<file path="config.mk">
export PLATFORM = sky130hd
export DESIGN_NAME = advance_conditioner
export DESIGN_NICKNAME = d
export VERILOG_FILES = /design/src/rtl/advance_conditioner_pkg.sv /design/src/rtl/advance_conditioner_sync_2ff.sv /design/src/rtl/advance_conditioner.sv
export SDC_FILE = /design/constraint.sdc
export NUM_CORES = 1
export LEC_CHECK = 0
export ABC_AREA = 1
export BUFFER_PORTS_ARGS = -buffer_cell sky130_fd_sc_hd__buf_4
export CAP_MARGIN = 20
export CORE_MARGIN = 2
export CORE_UTILIZATION = 62
export DETAILED_ROUTE_END_ITERATION = 7
export PLACE_DENSITY = 0.79
export SKIP_CTS_REPAIR_TIMING = 1
export SLEW_MARGIN = 0
export SYNTH_ARGS = -nofsm -noshare
export SYNTH_HDL_FRONTEND = slang
export SYNTH_SLANG_ARGS = --single-unit
</file>
<file path="constraint.sdc">
create_clock -name clk -period 2.63 [get_ports clk]
set_clock_uncertainty 0.15 [all_clocks]
set_input_delay 0.263 -clock clk [delete_from_list [all_inputs] [get_ports clk]]
set_output_delay 0.263 -clock clk [all_outputs]
set_load 0.05 [all_outputs]
</file>
<file path="src/rtl/advance_conditioner_pkg.sv">
// Shared board constants and helpers for the advance button conditioner.
// Default cycle counts are derived from the 50 MHz board clock.
package advance_conditioner_pkg;

  localparam int CLK_HZ = 50_000_000;

  // 20 ms debounce, 500 ms before the first repeat, then 200 ms between repeats.
  localparam int DEFAULT_DEBOUNCE_CYCLES     = CLK_HZ / 50;
  localparam int DEFAULT_REPEAT_DELAY_CYCLES = CLK_HZ / 2;
  localparam int DEFAULT_REPEAT_RATE_CYCLES  = CLK_HZ / 5;

  function automatic int max3(input int a, input int b, input int c);
    int m;
    m = (a > b) ? a : b;
    return (m > c) ? m : c;
  endfunction

endpackage

</file>
<file path="src/rtl/advance_conditioner_sync_2ff.sv">
// Two-flop synchroniser for one asynchronous input; output lags the pin by two clk edges.
// The reset value lets idle-high pins (active-low buttons) come out of reset as inactive.
module sync_2ff #(
  parameter logic RESET_VAL = 1'b0
) (
  input  logic clk,
  input  logic reset,
  input  logic d,
  output logic q
);

  logic meta;

  always_ff @(posedge clk or posedge reset) begin
    if (reset) begin
      meta <= RESET_VAL;
      q    <= RESET_VAL;
    end else begin
      meta <= d;
      q    <= meta;
    end
  end

endmodule

</file>
<file path="src/rtl/advance_conditioner.sv">
// Synchronises and debounces the active-low advance button, emitting one clk-wide pulse per
// accepted press (plus optional auto-repeat); pulse lands DEBOUNCE_CYCLES+2 edges after the press.
module advance_conditioner
  import advance_conditioner_pkg::*;
#(
  parameter int DEBOUNCE_CYCLES     = DEFAULT_DEBOUNCE_CYCLES,
  parameter bit REPEAT_EN           = 1'b1,
  parameter int REPEAT_DELAY_CYCLES = DEFAULT_REPEAT_DELAY_CYCLES,
  parameter int REPEAT_RATE_CYCLES  = DEFAULT_REPEAT_RATE_CYCLES
) (
  input  logic clk,
  input  logic reset,
  input  logic advance,
  output logic advance_pulse,
  output logic advance_level
);

  localparam int CW = $clog2(max3(DEBOUNCE_CYCLES, REPEAT_DELAY_CYCLES, REPEAT_RATE_CYCLES));

  localparam logic [CW-1:0] DB_LAST    = CW'(DEBOUNCE_CYCLES - 1);
  localparam logic [CW-1:0] DELAY_LAST = CW'(REPEAT_DELAY_CYCLES - 1);
  localparam logic [CW-1:0] RATE_LAST  = CW'(REPEAT_RATE_CYCLES - 1);

  localparam logic [1:0] S_IDLE       = 2'd0;
  localparam logic [1:0] S_PRESS_DB   = 2'd1;
  localparam logic [1:0] S_HELD       = 2'd2;
  localparam logic [1:0] S_RELEASE_DB = 2'd3;

  logic          sync_out;
  logic          pressed;
  logic [1:0]    state, state_nxt;
  logic [CW-1:0] cnt, cnt_nxt;
  logic          phase_rate, phase_rate_nxt;
  logic          pulse_q, pulse_nxt;
  logic          level_q, level_nxt;

  // Resets to released so a held button never looks like a fresh press on reset exit.
  sync_2ff #(.RESET_VAL(1'b1)) u_sync (
    .clk  (clk),
    .reset(reset),
    .d    (advance),
    .q    (sync_out)
  );

  assign pressed = ~sync_out;

  always_ff @(posedge clk or posedge reset) begin
    if (reset) begin
      state      <= S_IDLE;
      cnt        <= '0;
      phase_rate <= 1'b0;
      pulse_q    <= 1'b0;
      level_q    <= 1'b0;
    end else begin
      state      <= state_nxt;
      cnt        <= cnt_nxt;
      phase_rate <= phase_rate_nxt;
      pulse_q    <= pulse_nxt;
      level_q    <= level_nxt;
    end
  end

  always_comb begin
    state_nxt      = state;
    cnt_nxt        = cnt;
    phase_rate_nxt = phase_rate;
    pulse_nxt      = 1'b0;
    level_nxt      = level_q;
    case (state)
      S_IDLE: begin
        if (pressed) begin
          state_nxt = S_PRESS_DB;
          cnt_nxt   = '0;
        end
      end
      S_PRESS_DB: begin
        if (!pressed) begin
          state_nxt = S_IDLE;
        end else if (cnt == DB_LAST) begin
          state_nxt      = S_HELD;
          pulse_nxt      = 1'b1;
          level_nxt      = 1'b1;
          cnt_nxt        = '0;
          phase_rate_nxt = 1'b0;
        end else begin
          cnt_nxt = cnt + 1'b1;
        end
      end
      S_HELD: begin
        if (!pressed) begin
          state_nxt = S_RELEASE_DB;
          cnt_nxt   = '0;
        end else if (!REPEAT_EN) begin
          cnt_nxt = '0;
        end else if (cnt == (phase_rate ? RATE_LAST : DELAY_LAST)) begin
          pulse_nxt      = 1'b1;
          cnt_nxt        = '0;
          phase_rate_nxt = 1'b1;
        end else begin
          cnt_nxt = cnt + 1'b1;
        end
      end
      S_RELEASE_DB: begin
        // A short release glitch returns to HELD without re-pulsing; repeat phase survives.
        if (pressed) begin
          state_nxt = S_HELD;
          cnt_nxt   = '0;
        end else if (cnt == DB_LAST) begin
          state_nxt = S_IDLE;
          level_nxt = 1'b0;
        end else begin
          cnt_nxt = cnt + 1'b1;
        end
      end
      default: begin
        state_nxt = S_IDLE;
        cnt_nxt   = '0;
      end
    endcase
  end

  always_comb begin
    advance_pulse = pulse_q;
    advance_level = level_q;
  end

endmodule

</file>
==> qor.yml <==
core_um2: 3340
rsz0062_at_grt: "false"
syn_area_per_cell_um2: 6.87
ys_ff_latch: 32
grt_pass1_vias: 1964
worstSetupEndpoint: "cnt[7]"
cts_tree: "yes"
finalSetupViolCount: 0
synth_top_cell_area_share_pct: 34.9
critPathLaunch: "cnt[0]"
syn-instance-count: 313
syn_to_final_growth_pct: 6.81
grt-ovfl-total: 0
clock_latency_ps: 340
ys_seq_area_share_pct: 37.4
worst_ep_arrival_time_ps: 2200
cts_htree_levels: 2
floorplan.initialDensity_pct: 64.4
routedWlPerCell_um: 13.1
yosys.cell_types.count: 28
min_period_over_period_pct: 80.8
finalPower_mw: 1.32
syn-cell-area_um2: 2150
vias_per_cell: 5.50
synth.largest_area_cell: "dfrtp_1"
whs_ps: 215
slew_headroom_pct: 70.0
rows: 21
die-area_um2: 3950
port_buffers: 4
grt_max_degree: 33
worstHoldStart: "u_sync.meta"
syn_nets: 322
r2r_start: "cnt[0]"
antennaDiodeCount: 0
dpl.hpwl_um: 3720
regToRegEndpoint: "cnt[7]"
die_h_um: 62.9
firstDrtPassIters: 5
design_area_um2: 2300
power_leakage_nw: 1.05
ys_warn_count: 0
synth_area_leaders: "dfrtp_1, nand2_1, nor2_1, inv_1, o21ai_0"
timing.max_cap.violations: 0
irDropWorstVdd_mv: 0.313
grt_pass1_wl_um: 8640
postLayoutCoreUtil_pct: 68.8
ioPinCount: 5
finalMaxSlewViolations: 0
critPathKind: "reg -> reg"
drc: 0
cts_sinks: 32
gp_congestion: 1.00
postRouteAntennaNets: 0
cts_made_buffers: 5
grtUsageTotal_pct: 27.8
fillCellCount: 294
finalCriticalPeriod_ps: 2130
crit_fanout: 17
clk_pin_slew_worst_paths_ps: 100
fin_ws_ps: 504
hold_class: "reg -> reg"
root_buffer: "clkbuf_4"
place_inst: 362
setup_tns_ps: 0
layout.nets: 334
place_area_um2: 2210
final_cells: 372
regToRegSetupSlack_ps: 500
pre_cts_slack_ps: 551
power_density_nw_per_um2: 573
worstPathRequired_ps: 2710
start_kind: "flip-flop"
hold_viol_final: 0
cp-end-kind: "flip-flop"
clockBufferDepth: 2
status: "finished clean"
rr_worst_depth: 12
layout-drive-gt1-share_pct: 10.1
die_width_um: 62.9
vias: 2045
worstMarginPinSlew_ps: 446
drt_wl_total_um: 4890
clock.fmax_mhz: 470
drtIter0Drc: 156
antenna_found_initial: 0
logic make-up (layout without fill, tap and decap cells):
family                     Yosys count  count (layout)  share of synthesized area, %
buffers and inverters               48              61                          9.72
adders and majority gates            6               6                          3.49
and+or+nand+nor                    192             192                          39.3
DFF                                 32              32                          37.4
xor gates and xnor gates             8               8                          3.26
AOI/OAI and AO/OA                   27              27                          6.87
synthesized netlist by cell type:
cell type	count
nand2_1	76
nor2_1	63
inv_1	43
dfrtp_1	30
o21ai_0	19
nand3_1	15
nand4_1	15
xor2_1	8
nor3_1	7
ha_1	6
nand2_2	5
nor2_2	4
a21oi_1	3
buf_6	2
dfstp_2	2
nand2_4	2
nor4_1	2
a21boi_0	1
a21oi_2	1
buf_8	1
inv_2	1
inv_4	1
nand3_2	1
nor2_4	1
o21a_1	1
o22ai_1	1
o31ai_1	1
or2_2	1
state kept, by name, summed over array words and instances (netlist names), named ones only:
| signal | flops |
|---|---|
| cnt | 25 |
| advance_level | 1 |
| advance_pulse | 1 |
| phase_rate | 1 |
| state | 1 |
| u_sync.meta | 1 |
| u_sync.q | 1 |
power by group:
part           switching (mW)  internal [mW]
Combinational           0.331          0.134
Clock                   0.172          0.127
Sequential             0.0283          0.523
Total                   0.532          0.784
per-layer routing:
metal | global-route usage, % | up-vias | wire, um
li1 | - | 1014 | -
met1 | 36.1 | 934 | 2180
met3 | 5.41 | 19 | 281
met2 | 44.3 | 78 | 2280
met5 | 0 | - | 0
met4 | 13.9 | 0 | 145
worst max-delay path: stages (launching register included):
cell and delay, ps:
dfrtp_1 390, ha_1 200, nand2_2 90, nor2_4 140
nand2_1 100, nor2_2 160, nand2_2 110, a21oi_2 140
nand2_2 110, nand2_2 90, nand2_4 60, inv_4 170
nor2_1 70
cell usage in the layout, fill, tap and decap left out, types with 2 or more instances in the layout:
cell	synthesis	final
nor4_1	2	2
buf_4	0	6
nor3_1	7	7
clkinv_2	0	2
nand2_1	76	76
a21oi_1	3	3
nand4_1	15	15
o21ai_0	19	19
nand3_1	15	15
clkbuf_4	0	5
dlygate4sd3_1	0	2
nand2_4	2	2
inv_1	43	43
nor2_1	63	63
nand2_2	5	5
xor2_1	8	8
nor2_2	4	4
dfstp_2	2	2
ha_1	6	6
dfrtp_1	30	30
area by class of cell:
| type | instances | area (um^2) | share of cell area, % |
|---|---|---|---|
| sequential | 32 | 803 | 35.0 |
| multi-input combinational | 233 | 1140 | 49.5 |
| inverter | 45 | 171 | 7.47 |
| tap | 46 | 57.6 | 2.51 |
| clock inverter | 2 | 10.0 | 0.436 |
| clock buffer | 6 | 51.3 | 2.23 |
| timing repair buffer | 8 | 65.1 | 2.83 |
worst min path at each step:
| stage | end | cells after the start |
|---|---|---|
| 6_report | u_sync.q | 0 |
| 5_1_grt | u_sync.q | 0 |
| 4_1_cts | cnt[19] | 3 |
| 3_5_place_dp | u_sync.q | 0 |
| 3_3_place_gp | u_sync.q | 0 |
| 2_1_floorplan | u_sync.meta | 0 |
No activity file was read; power rests on OpenSTA's default activity.
